==> config.mk <==
export PLATFORM = sky130hd
export DESIGN_NAME = uart_rx_cfg
export DESIGN_NICKNAME = d
export VERILOG_FILES = /design/src/rtl/uart_pkg.sv /design/src/rtl/sync_2ff.sv /design/src/rtl/uart_rx_cfg.sv
export SDC_FILE = /design/constraint.sdc
export NUM_CORES = 1
export LEC_CHECK = 0
export BUFFER_PORTS_ARGS = -buffer_cell sky130_fd_sc_hd__clkbuf_2
export CORE_MARGIN = 4
export CORE_UTILIZATION = 38
export CTS_CLUSTER_SIZE = 12
export DETAILED_ROUTE_END_ITERATION = 8
export GPL_ROUTABILITY_DRIVEN = 1
export RECOVER_POWER = 50
export SLEW_MARGIN = 10
export SYNTH_ARGS = -nofsm -noshare
export SYNTH_HDL_FRONTEND = slang
export SYNTH_SLANG_ARGS = --single-unit
==> constraint.sdc <==
create_clock -name clk_50M -period 3.8 [get_ports clk_50M]
set_input_delay 0.19 -clock clk_50M [delete_from_list [all_inputs] [get_ports clk_50M]]
set_output_delay 0.19 -clock clk_50M [all_outputs]
set_load 0.05 [all_outputs]
==> src/rtl/uart_pkg.sv <==
// Shared definitions for the configurable UART receiver.
//
// Holds the receiver state encoding and the default bit period.
// Optional build macro: UART_RX_PARITY_EN adds the PARITY state.
package uart_pkg;

   // clk_50M cycles per bit for 115200 baud at 50 MHz
   localparam int DEFAULT_CLKS_PER_BIT = 434;

   typedef enum logic [2:0] {
      IDLE,
      START,
      DATA,
`ifdef UART_RX_PARITY_EN
      PARITY,
`endif
      STOP,
      WAIT_IDLE
   } uart_state_e;

endpackage

==> src/rtl/sync_2ff.sv <==
// Two-flop synchroniser for a single asynchronous input.
//
// Ports:
//   clk_50M : clock, rising edge
//   rst     : synchronous active-high reset, forces both flops to 1
//   d       : asynchronous input
//   q       : synchronised output (two clk_50M cycles of latency)
module sync_2ff (
   input  logic clk_50M,
   input  logic rst,
   input  logic d,
   output logic q
);

   logic meta;

   // Reset to 1 so an idle-high line does not look like a start bit.
   always_ff @(posedge clk_50M) begin
      if (rst) begin
         meta <= 1'b1;
         q    <= 1'b1;
      end else begin
         meta <= d;
         q    <= meta;
      end
   end

endmodule

==> src/rtl/uart_rx_cfg.sv <==
// Configurable UART receiver: start bit, DATA_BITS data bits (LSB first),
// optional parity bit, STOP_BITS stop bits.
//
// Optional build macro: UART_RX_PARITY_EN adds a parity bit after the data
// bits and the PARITY_ODD parameter (0 = even, 1 = odd).
//
// Parameters:
//   CLKS_PER_BIT : clk_50M cycles per bit (16..65535)
//   DATA_BITS    : data bits per frame (5..9)
//   STOP_BITS    : stop bits per frame (1 or 2)
// Ports:
//   clk_50M     : clock, rising edge
//   rst         : synchronous active-high reset
//   rx          : asynchronous serial line, idle high
//   rx_msg      : last received word
//   rx_complete : one-cycle pulse in the last cycle of the final stop bit
//   frame_err   : a stop bit was sampled low, valid with rx_complete
//   parity_err  : parity mismatch, valid with rx_complete (0 without parity)
module uart_rx_cfg
   import uart_pkg::*;
#(
   parameter int CLKS_PER_BIT = DEFAULT_CLKS_PER_BIT,
   parameter int DATA_BITS    = 8,
   parameter int STOP_BITS    = 1
`ifdef UART_RX_PARITY_EN
   ,
   parameter int PARITY_ODD   = 0
`endif
) (
   input  logic                 clk_50M,
   input  logic                 rst,
   input  logic                 rx,
   output logic [DATA_BITS-1:0] rx_msg,
   output logic                 rx_complete,
   output logic                 frame_err,
   output logic                 parity_err
);

   localparam int CNT_W = $clog2(CLKS_PER_BIT + 1);
   localparam int BIT_W = $clog2(DATA_BITS);

   localparam logic [CNT_W-1:0] CNT_ONE  = CNT_W'(1);
   localparam logic [CNT_W-1:0] CNT_HALF = CNT_W'(CLKS_PER_BIT / 2);
   localparam logic [CNT_W-1:0] CNT_LAST = CNT_W'(CLKS_PER_BIT - 1);
   localparam logic [CNT_W-1:0] CNT_FULL = CNT_W'(CLKS_PER_BIT);
   localparam logic [BIT_W-1:0] BIT_LAST = BIT_W'(DATA_BITS - 1);
   localparam logic             STOP_LAST = 1'(STOP_BITS - 1);

   logic                 rxs;
   uart_state_e          state, state_n;
   logic [CNT_W-1:0]     cnt, cnt_n;
   logic [BIT_W-1:0]     bit_idx, bit_idx_n;
   logic                 stop_idx, stop_idx_n;
   logic [DATA_BITS-1:0] shreg, shreg_n;
   logic                 ferr_pend, ferr_pend_n;
   logic [DATA_BITS-1:0] rx_msg_n;
   logic                 rx_complete_n;
   logic                 frame_err_n;
   logic                 mid_bit, end_bit;

`ifdef UART_RX_PARITY_EN
   localparam logic PAR_ODD = (PARITY_ODD != 0);
   logic par_pend, par_pend_n;
   logic parity_err_n;
`endif

   sync_2ff u_sync (
      .clk_50M (clk_50M),
      .rst     (rst),
      .d       (rx),
      .q       (rxs)
   );

   assign mid_bit = (cnt == CNT_HALF);
   assign end_bit = (cnt == CNT_FULL);

   // Next-state and datapath. cnt runs 1..CLKS_PER_BIT within each bit and
   // is reloaded with 1 at the bit boundary, so it never wraps.
   always_comb begin
      state_n       = state;
      cnt_n         = cnt;
      bit_idx_n     = bit_idx;
      stop_idx_n    = stop_idx;
      shreg_n       = shreg;
      ferr_pend_n   = ferr_pend;
      rx_msg_n      = rx_msg;
      rx_complete_n = 1'b0;
      frame_err_n   = frame_err;
`ifdef UART_RX_PARITY_EN
      par_pend_n    = par_pend;
      parity_err_n  = parity_err;
`endif

      case (state)
         IDLE: begin
            if (!rxs) begin
               state_n     = START;
               cnt_n       = CNT_ONE;
               ferr_pend_n = 1'b0;
`ifdef UART_RX_PARITY_EN
               par_pend_n  = 1'b0;
`endif
            end
         end

         // A start bit that is high again at mid-bit was a glitch.
         START: begin
            if (mid_bit && rxs) begin
               state_n = IDLE;
               cnt_n   = '0;
            end else if (end_bit) begin
               state_n   = DATA;
               cnt_n     = CNT_ONE;
               bit_idx_n = '0;
            end else begin
               cnt_n = cnt + CNT_ONE;
            end
         end

         DATA: begin
            if (mid_bit) begin
               shreg_n = {rxs, shreg[DATA_BITS-1:1]};
            end
            if (end_bit) begin
               cnt_n = CNT_ONE;
               if (bit_idx == BIT_LAST) begin
`ifdef UART_RX_PARITY_EN
                  state_n = PARITY;
`else
                  state_n = STOP;
`endif
                  stop_idx_n = 1'b0;
               end else begin
                  bit_idx_n = bit_idx + 1'b1;
               end
            end else begin
               cnt_n = cnt + CNT_ONE;
            end
         end

`ifdef UART_RX_PARITY_EN
         PARITY: begin
            if (mid_bit) begin
               par_pend_n = ((^shreg) ^ rxs) != PAR_ODD;
            end
            if (end_bit) begin
               state_n    = STOP;
               cnt_n      = CNT_ONE;
               stop_idx_n = 1'b0;
            end else begin
               cnt_n = cnt + CNT_ONE;
            end
         end
`endif

         // Outputs are registered one cycle early so rx_complete is seen in
         // the final cycle of the last stop bit. If the line is already low
         // at that point after a clean stop, it is the next start bit
         // (zero-gap frames); after a bad stop it is treated as a break.
         STOP: begin
            if (mid_bit && !rxs) begin
               ferr_pend_n = 1'b1;
            end
            if ((cnt == CNT_LAST) && (stop_idx == STOP_LAST)) begin
               rx_complete_n = 1'b1;
               rx_msg_n      = shreg;
               frame_err_n   = ferr_pend;
`ifdef UART_RX_PARITY_EN
               parity_err_n  = par_pend;
`endif
            end
            if (end_bit) begin
               if (stop_idx != STOP_LAST) begin
                  stop_idx_n = stop_idx + 1'b1;
                  cnt_n      = CNT_ONE;
               end else if (rxs) begin
                  state_n = IDLE;
                  cnt_n   = '0;
               end else if (!ferr_pend) begin
                  state_n     = START;
                  cnt_n       = CNT_ONE;
                  ferr_pend_n = 1'b0;
`ifdef UART_RX_PARITY_EN
                  par_pend_n  = 1'b0;
`endif
               end else begin
                  state_n = WAIT_IDLE;
                  cnt_n   = '0;
               end
            end else begin
               cnt_n = cnt + CNT_ONE;
            end
         end

         WAIT_IDLE: begin
            if (rxs) begin
               state_n = IDLE;
            end
         end

         default: begin
            state_n = IDLE;
            cnt_n   = '0;
         end
      endcase
   end

   always_ff @(posedge clk_50M) begin
      if (rst) begin
         state       <= IDLE;
         cnt         <= '0;
         bit_idx     <= '0;
         stop_idx    <= 1'b0;
         shreg       <= '0;
         ferr_pend   <= 1'b0;
         rx_msg      <= '0;
         rx_complete <= 1'b0;
         frame_err   <= 1'b0;
`ifdef UART_RX_PARITY_EN
         par_pend    <= 1'b0;
         parity_err  <= 1'b0;
`endif
      end else begin
         state       <= state_n;
         cnt         <= cnt_n;
         bit_idx     <= bit_idx_n;
         stop_idx    <= stop_idx_n;
         shreg       <= shreg_n;
         ferr_pend   <= ferr_pend_n;
         rx_msg      <= rx_msg_n;
         rx_complete <= rx_complete_n;
         frame_err   <= frame_err_n;
`ifdef UART_RX_PARITY_EN
         par_pend    <= par_pend_n;
         parity_err  <= parity_err_n;
`endif
      end
   end

`ifndef UART_RX_PARITY_EN
   assign parity_err = 1'b0;
`endif

endmodule

==> summary.md, run 1 <==
| Metric | Value |
|---|---|
| Outcome | completed |
| Clock root cell | clkbuf_8 |
| Largest family of logic cells by synthesized area | simple AND/OR/NAND/NOR gates |
| Final min period | 2284 ps |
| Crit-path leading delay family | simple AND/OR/NAND/NOR gates |
| Worst min-delay path category | primary input to register |
| PortBufs | 12 |
| CP max stage delay | ~480 ps |
| Peak Freq | 437.9 MHz |
| Hold Vio Cnt, Final | 0 |
| Sink Count | 36 |
| EDFF count, synth | 0 |
| Simple-gate share of the synthesized area | around a quarter |
| Final setup fails | 0 |
| Post-CTS Resized | 0 |
| PwrDens | ~500 mW/mm² |
| Syn-to-layout area delta | 8.669% |
| Worst Min Path Start | rx |
| Mapped Cells | approximately 180 |
| Reg clk slew, reported paths | ~70 ps |
| Async S/R FF share, synth | 0% |
| CP required | around 4000 ps |
| Largest net degree at the start of global routing | 30 |
| Grt ovf | 0 |
| Starting DRT DRC Count | ~110 |
| Final WL | ~3400 µm |
| CTS tree | yes |
| Final worst path period share | between 60% and 70% |
| Crit end category | register |
| Synthesized area | 0.001674 mm² |
| Avg WL per Cell | between 10 and 15 µm |
| Core ar. | 0.004115 mm² |
| Syn avg cell area | between 9 and 10 µm² |
| First-pass GRT wire length | just under 6000 µm |
| FF-to-FF End | shreg[0] |
| Clk_lat worst skew | 280 ps |
| Layout cells sized above 1 | under 10% |
| Reg2Reg Setup Slack | around 1500 ps |
| WS Path Type | register to register |
| Max IR drop VDD | roughly 0.00027 V |
| Starting Density | a little over 40% |
| Seq cells post-synth | 36 |
| Die Area | 0.005532 mm² |
| Hold buffers post-CTS | 0 |
| Pleak | 0.7716 nW |
| Mapped Nets | ~190 |
| Cell depth of the worst setup path | 6 |
| Worst-path cell chain | ha_1, and4b_1, and2_0, nand3_1, mux2i_1, nor2_1 |
| DRC | 0 |
| Die Wd | roughly 74 µm |
| Final slew viol count | 0 |
| Row count | 23 |
| Crit path arrival time | 2410 ps |
| Distinct cells, synth | 44 |
| Antenna violations before repair | 0 |
| Fin Clk Skew | 3.495 ps |
| R2R depth | 6 |
| Crit path to | shreg[0] |
| Fillcell total | between 400 and 500 |
| Worst Path Buf+Inv | 0 |
| Max-Cap Viols | 0 |
| Post-synthesis xor/xnor area fraction | ~2.6% |
| H-tree levels | 2 |
| # nets final | approximately 200 |
| DR vias/cell | about 5.4 |
| Worst setup startpoint | cnt[0] |
| Post-CTS Setup Repair Bufs | 0 |
| Synth warnings | 0 |
| Routed via count | approximately 1,300 |
| Crit-path slowest cell | nand3_1 |
| Startpoint Class | register |
| Worst hold slack | 88.55 ps |
| Synth Area in Adders | around 3.7% |
| Worst R2R Start | cnt[0] |
| Worst slew pin tran | ~1300 ps |
| Antenna Violating Nets Remaining | 0 |
| CTS buffer count | 5 |
| Crit Path Max Fanout | 8 |
| RSZ-0062 raised after global routing | no |
| Ports | 14 |
| Rel. slew slack | roughly 16% |
| Dominant synthesized flop cell | dfxtp_1 |
| Setup TNS | 0 ps |
| CTS max path bufs | 2 |
| GPL Wtd Cong | between 0.8 and 0.9 |
| Mux contribution to synthesized area | 11.43% |
| Detailed Routing Iterations Pass 1 | 4 |
| Seq/Total Area, Yosys | between 40% and 50% |
| Die H | approximately 74 µm |
| Compound-cell area share of the yosys netlist | 10.99% |
| GRT Total Usage | 13.63% |
| Final HPWL DP | approximately 2400 µm |
| Vias in the first global route | around 1,300 |
| Diodes inserted | 0 |
==> synthesized netlist by cell type (all sizes together) (2+ instances only) <==
library cell	instances	area [µm²]
nor2b	5	31.28
ha	5	62.56
a32oi	2	17.52
o21ai	4	20.02
dfxtp	36	720.7
or2	3	18.77
a22o	2	17.52
clkbuf	6	22.52
and4	2	20.02
nor4	2	18.77
nand2b	3	18.77
a2111oi	2	37.54
inv	7	26.28
nand3	6	35.03
buf	4	28.78
xnor2	4	35.03
nor2	35	131.4
nand2	10	37.54
nor3	5	25.02
a31oi	2	12.51
mux2i	18	180.2
a21oi	6	30.03
==> how the worst min path moves through the flow <==
stage,depth (start not counted),slack [ps],to
2_1_floorplan,1,290,u_sync.meta
3_3_place_gp,2,380,u_sync.meta
3_5_place_dp,2,380,u_sync.meta
4_1_cts,2,80,u_sync.meta
5_1_grt,2,90,u_sync.meta
6_report,2,90,u_sync.meta
==> cell families after synthesis <==
logic type | count (synthesis)
simple gates | 77
mux | 19
fa+ha+maj | 5
flops | 36
other cells | 1
buf+inv | 17
xor+xnor | 5
compound gates | 24
==> state kept, by name, summed over array words and instances (netlist names) <==
register and flops:
bit_idx 3, cnt 9, ferr_pend 1, frame_err 1, rx_complete 1, rx_msg 8
shreg 8, state 3, u_sync.meta 1, u_sync.q 1
==> stage by stage <==
step | setup WS [ps] | utilization (%) | total power, mW | cell area, µm² | instances
floorplan | 2001 | - | 0.6060 | 1674 | 184
global placement | 1781 | 42.41 | 0.6432 | 1745 | 236
detailed placement | 1738 | 42.41 | 0.6462 | 1745 | 236
CTS | 1714 | 44.66 | 0.9256 | 1838 | 244
global route | 1310 | 44.21 | 0.9747 | 1819 | 244
finish | 1516 | 44.21 | 0.9215 | 1819 | 244
==> report_power, final <==
group	internal, mW	switching, mW
clock network	0.145	0.135
registers	0.393	0.0376
logic	0.0811	0.130
==> layout make-up <==
class	instances	area [µm²]	area share, %
Clock buffer	6	82.58	4.539
Inverter	7	26.28	1.444
Clock inverter	2	10.01	0.5502
Tap cell	50	62.56	3.439
Sequential cell	36	720.7	39.61
Multi-Input combinational cell	131	870.8	47.87
Timing Repair Buffer	12	46.29	2.545
==> worst register-to-register path, stage by stage (launching register included) <==
cell and delay, ps:
dfxtp_1 470, ha_1 190, and4b_1 250, and2_0 390, nand3_1 480, mux2i_1 290, nor2_1 60
==> cells in the final DEF (no fill, tap or decap), types with 2 or more instances in the layout <==
master,n
clkinv_2,2
a31oi_1,2
nand2b_1,3
a32oi_1,2
dfxtp_1,36
a22o_1,2
clkbuf_1,11
nand3_1,6
nand2_1,10
or2_2,3
o21ai_0,2
a21oi_1,6
nor2b_1,5
inv_1,7
nor2_1,35
ha_1,5
mux2i_1,18
o21ai_1,2
clkbuf_8,6
xnor2_1,4
nor3_1,5
==> per-layer routing <==
metal,track usage (%),up-vias,routed length [µm]
met3,4.459,7,171
li1,-,650,-
met1,17.96,629,1590
met5,0,-,0
met2,20.68,38,1534
met4,5.336,0,56
Power figures use the tool's default switching activity.
==> run 2, diff against run 1 <==
==> constraint.sdc (replaced) <==
create_clock -name clk_50M -period 2.13 [get_ports clk_50M]
set_input_delay 0.1065 -clock clk_50M [delete_from_list [all_inputs] [get_ports clk_50M]]
set_output_delay 0.1065 -clock clk_50M [all_outputs]
set_load 0.05 [all_outputs]
==> summary.md, run 2 (synthesized netlist as in run 1, its figures left out) <==
| Metric | Value |
|---|---|
| Outcome | completed |
| Worst min-delay path category | primary input to register |
| Die Wd | between 70 and 80 µm |
| CP required | about 2300 ps |
| Commonest non-fill, non-tap cell in the layout | dfxtp_1 |
| Row count | 23 |
| Final worst path period share | 92.49% |
| WS Path Type | register to register |
| Max-Cap Viols | 0 |
| Crit-path slowest cell | dfxtp_1 |
| Rel. slew slack | just under 60% |
| Hold Path Cell Cnt | 2 |
| Hold path endpoint | state[0] |
| Worst-path cell chain | ha_1, and4b_1, and2_1, a2111oi_4, buf_4, o21ai_1, nor2_1 |
| Fillcell total | between 400 and 500 |
| Design Power | 1.775 mW |
| Register with the most flip-flops | cnt |
| Largest net degree at the start of global routing | 21 |
| Final HPWL DP | roughly 2500 µm |
| Syn-to-layout area delta | 12.63% |
| Worst Min Path Start | rst |
| H-tree levels | 2 |
| Final WL | ~3400 µm |
| Pleak | around 0.81 nW |
| Worst hold slack | around 140 ps |
| Vias in the first global route | ~1,300 |
| CTS buffer count | 5 |
| Post-layout util | a little under half |
| Worst slew pin tran | 611.7 ps |
| DR vias/cell | approximately 5.3 |
| GRT Total Usage | between 10% and 20% |
| Setup TNS | 0 ps |
| # nets final | roughly 210 |
| Diodes inserted | 0 |
| Post-route non-filler standard cell count | 250 |
| Detailed Routing Iterations Pass 1 | 4 |
| Sink Count | 36 |
| PortBufs | 12 |
| Die Area | between 0.005 and 0.006 mm² |
| Layout cells sized above 1 | between 10% and 20% |
| Fin Clk Skew | about 13 ps |
| Grt ovf | 0 |
| Routed via count | approximately 1,300 |
| Reg2Reg Setup Slack | roughly 160 ps |
| Hold Vio Cnt, Final | 0 |
| Max IR drop VDD | approximately 0.00048 V |
| Startpoint Class | register |
| Post-CTS Resized | 0 |
| Crit end category | register |
| Die H | 74.38 µm |
| Worst R2R Start | cnt[0] |
| CTS tree | yes |
| Core ar. | slightly above 0.004 mm² |
| CP max stage delay | around 470 ps |
| Antenna Violating Nets Remaining | 0 |
| Reg clk slew, reported paths | approximately 80 ps |
| Final slew viol count | 0 |
| DRC | 0 |
| Ports | 14 |
| CTS max path bufs | 2 |
| Final worst slack | roughly 160 ps |
| Crit Path Max Fanout | 7 |
| Avg WL per Cell | 13.46 µm |
| Antenna violations before repair | 0 |
| Starting Density | between 40% and 50% |
| PwrDens | ~940 mW/mm² |
| Top Registers | cnt x9, rx_msg x8, shreg x8 |
| Clk_lat worst skew | roughly 290 ps |
| Clock root cell | clkbuf_8 |
| Peak Freq | between 500 and 600 MHz |
| R2R depth | 7 |
| Final min period | roughly 2000 ps |
| Starting DRT DRC Count | roughly 100 |
| Area post-placement | 0.001775 mm² |
| GPL Wtd Cong | ~0.79 |
| Setup WS pre-CTS | around 130 ps |
| Commonest cells after routing, fill and taps aside | dfxtp_1, nor2_1, mux2i_1 |
| Final setup fails | 0 |
| Max FFs per register | 9 |
| First-pass GRT wire length | 5865 µm |
| Crit path arrival time | 2130 ps |
| Post-route cell area | between 0.0015 and 0.002 mm² |
| FF-to-FF End | cnt[4] |
| Placed cell count | 240 |
run 2: cell types whose count changed in the layout (fill, tap and decap cells not counted), sizes merged:
cell,delta
buf,+4
bufinv,+1
clkbuf,+1
clkinv,-1
dlygate4sd3,+1
run 2: worst max path at each step:
stage,start,to,slack (ps)
floorplan,cnt[1],state[0],330
global placement,cnt[1],cnt[7],230
detailed placement,cnt[1],cnt[8],130
CTS,cnt[1],cnt[8],120
global route,cnt[0],cnt[6],-0.07
finish,cnt[0],cnt[4],160
run 2: final cells by class:
class / count / area, µm² / area share, %
clock buffer: 6 / 72.57 / 3.849
inverter: 7 / 26.28 / 1.393
multi-input combinational: 131 / 875.8 / 46.45
sequential: 36 / 720.7 / 38.22
clock inverter: 2 / 35.03 / 1.858
timing repair buffer: 18 / 92.59 / 4.910
tap: 50 / 62.56 / 3.318
run 2: layer usage:
| metal | GRT usage (%) | wire length (µm) | part of all wire [%] | vias up |
|---|---|---|---|---|
| li1 | - | - | - | 667 |
| met3 | 4.189 | 154 | 4.6 | 4 |
| met5 | 0 | 0 | 0 | - |
| met4 | 3.953 | 18 | 0.53 | 0 |
| met2 | 20.98 | 1624 | 48 | 32 |
| met1 | 18.07 | 1568 | 47 | 628 |
run 2: repair_timing:
action,in CTS,in global routing
setup endpoints to repair,0,6
setup buffers,0,1
endpoints found under the hold margin,1,0
hold buffers,1,0
run 2: worst max-delay path: cells and delay by family (launching register included):
| family | cells | cell delay (ps) |
|---|---|---|
| DFF | 1 | 470 |
| adders and majority gates | 1 | 180 |
| buffers and inverters | 1 | 180 |
| and+or+nand+nor | 3 | 600 |
| AOI/OAI and AO/OA | 2 | 410 |
run 2: report_power, final:
group / switching (mW) / leakage (nW) / internal (mW)
sequential: 0.0683 / 0.291 / 0.701
clock: 0.239 / 0.0552 / 0.347
combinational: 0.239 / 0.462 / 0.181
==> run 3, diff against run 2 <==
--- a/config.mk
+++ b/config.mk
@@ -5,12 +5,15 @@
 export SDC_FILE = /design/constraint.sdc
 export NUM_CORES = 1
 export LEC_CHECK = 0
-export BUFFER_PORTS_ARGS = -buffer_cell sky130_fd_sc_hd__clkbuf_2
+export CELL_PAD_IN_SITES_DETAIL_PLACEMENT = 1
+export CELL_PAD_IN_SITES_GLOBAL_PLACEMENT = 2
 export CORE_MARGIN = 4
 export CORE_UTILIZATION = 38
 export CTS_CLUSTER_SIZE = 12
 export DETAILED_ROUTE_END_ITERATION = 8
+export DONT_BUFFER_PORTS = 1
 export GPL_ROUTABILITY_DRIVEN = 1
+export PLACE_DENSITY_LB_ADDON = 0.1
 export RECOVER_POWER = 50
 export SLEW_MARGIN = 10
 export SYNTH_ARGS = -nofsm -noshare
==> summary.md, run 3 (synthesized netlist as in run 1, its figures left out) <==
| Metric | Value |
|---|---|
| Outcome | completed |
| CP required | about 2300 ps |
| Routed via count | 1,264 |
| DR vias/cell | 5.289 |
| PwrDens | between 900 and 1000 mW/mm² |
| Row count | 23 |
| Vias in the first global route | approximately 1,300 |
| CTS max path bufs | 2 |
| Final WL | ~3700 µm |
| Final HPWL DP | ~2700 µm |
| Pleak | roughly 0.78 nW |
| Register with the most flip-flops | cnt |
| Starting Density | 40.68% |
| Antenna violations before repair | 0 |
| Rel. slew slack | between 30% and 40% |
| Post-route non-filler standard cell count | between 200 and 250 |
| Clk_lat worst skew | just under 300 ps |
| Worst slew pin tran | 978.6 ps |
| Final slew viol count | 0 |
| Max-Cap Viols | 0 |
| Post-layout util | approximately 45% |
| Final min period | between 1500 and 2000 ps |
| Antenna Violating Nets Remaining | 0 |
| RSZ-0062 raised after global routing | no |
| Max IR drop VDD | roughly 0.00037 V |
| PortBufs | 0 |
| Worst hold slack | 68.40 ps |
| Die H | 74.38 µm |
| Diodes inserted | 0 |
| Grt ovf | 0 |
| Startpoint Class | register |
| Detailed Routing Iterations Pass 1 | 4 |
| Setup TNS | 0 ps |
| Reg clk slew, reported paths | around 70 ps |
| Commonest cells after routing, fill and taps aside | nor2_1, dfxtp_1, mux2i_1 |
| Die Area | 0.005532 mm² |
| Clock root cell | clkbuf_8 |
| Layout cells sized above 1 | 11.11% |
| Starting DRT DRC Count | 33 |
| Worst min-delay path category | primary input to register |
| Die Wd | approximately 74 µm |
| Sink Count | 36 |
| Max FFs per register | 9 |
| Setup WS pre-CTS | approximately 110 ps |
| Final worst slack | about 130 ps |
| H-tree levels | 2 |
| Placed cell count | ~230 |
| CTS buffer count | 5 |
| GRT Total Usage | approximately 15% |
| First-pass GRT wire length | a little over 6000 µm |
| Final worst path period share | between 90 and 100% |
| Crit end category | register |
| Ports | 14 |
| CTS tree | yes |
| Core ar. | about 0.0041 mm² |
| Fin Clk Skew | around 5.1 ps |
| Crit path arrival time | ~2200 ps |
| GPL Wtd Cong | 0.7936 |
| Largest net degree at the start of global routing | 28 |
| WS Path Type | register to register |
| Final setup fails | 0 |
| Avg WL per Cell | between 15 and 20 µm |
| Hold Vio Cnt, Final | 0 |
| # nets final | between 150 and 200 |
| Peak Freq | around 500 MHz |
| Crit Path Max Fanout | 7 |
| Syn-to-layout area delta | 10.09% |
| DRC | 0 |
| Top Registers | cnt x9, rx_msg x8, shreg x8 |
run 3: cell types whose count changed in the layout (fill, tap and decap cells not counted), sizes merged:
cell | before | now
buf | 4 | 3
bufinv | 1 | 0
clkbuf | 19 | 9
clkinv | 1 | 0
clkinvlp | 0 | 1
dlygate4sd3 | 1 | 2
run 3: metal layers:
metal / global-route usage, % / wire length (µm)
met5: 0 / 0
met4: 6.522 / 77
met3: 3.919 / 153
met2: 24.10 / 1718
met1: 18.52 / 1707
run 3: what timing repair did:
action,4_1_cts,5_1_grt
setup endpoints to repair,0,13
hold buffers,2,0
hold endpoints to repair,27,0
buffers inserted,0,1
gates resized for setup,0,3
run 3: path summary, 6_finish.rpt:
path | start | to | slack [ps] | depth (start not counted)
worst max-delay path | cnt[0] | state[1] | 130 | 6
worst min-delay path | rst | cnt[0] | 70 | 3
worst max register to register | cnt[0] | state[1] | 130 | 6
worst min register to register | u_sync.meta | u_sync.q | 430 | 1
run 3: cell type report:
cell class | instances | area (µm²)
clock buffers | 7 | 86.33
clock inverters | 1 | 7.507
fillers | 479 | 2272
inverters | 7 | 26.28
multi-input cells | 131 | 887.1
flip-flops and latches | 36 | 721.9
well taps | 50 | 62.56
repair buffers | 7 | 51.30
run 3: critical path: stages (launching register included):
cell       delay (ps)
dfxtp_1           390
ha_1              230
and4b_1           210
and2_1            240
a211oi_1          290
nor3_1             90
a2111oi_1         410
run 3: per-stage QoR:
stage	power, mW	area (µm²)
3_5_place_dp	1.178	1715
4_1_cts	1.693	1829
5_1_grt	1.810	1843
2_1_floorplan	1.081	1674
3_3_place_gp	1.162	1715
6_report	1.708	1843
run 3: power breakdown:
| part | switching, mW | internal [mW] | total, mW | leakage [nW] |
|---|---|---|---|---|
| registers | 0.0709 | 0.701 | 0.772 | 0.291 |
| clock network | 0.240 | 0.263 | 0.503 | 0.0445 |
| logic | 0.249 | 0.185 | 0.433 | 0.443 |
| total | 0.560 | 1.15 | 1.71 | 0.779 |
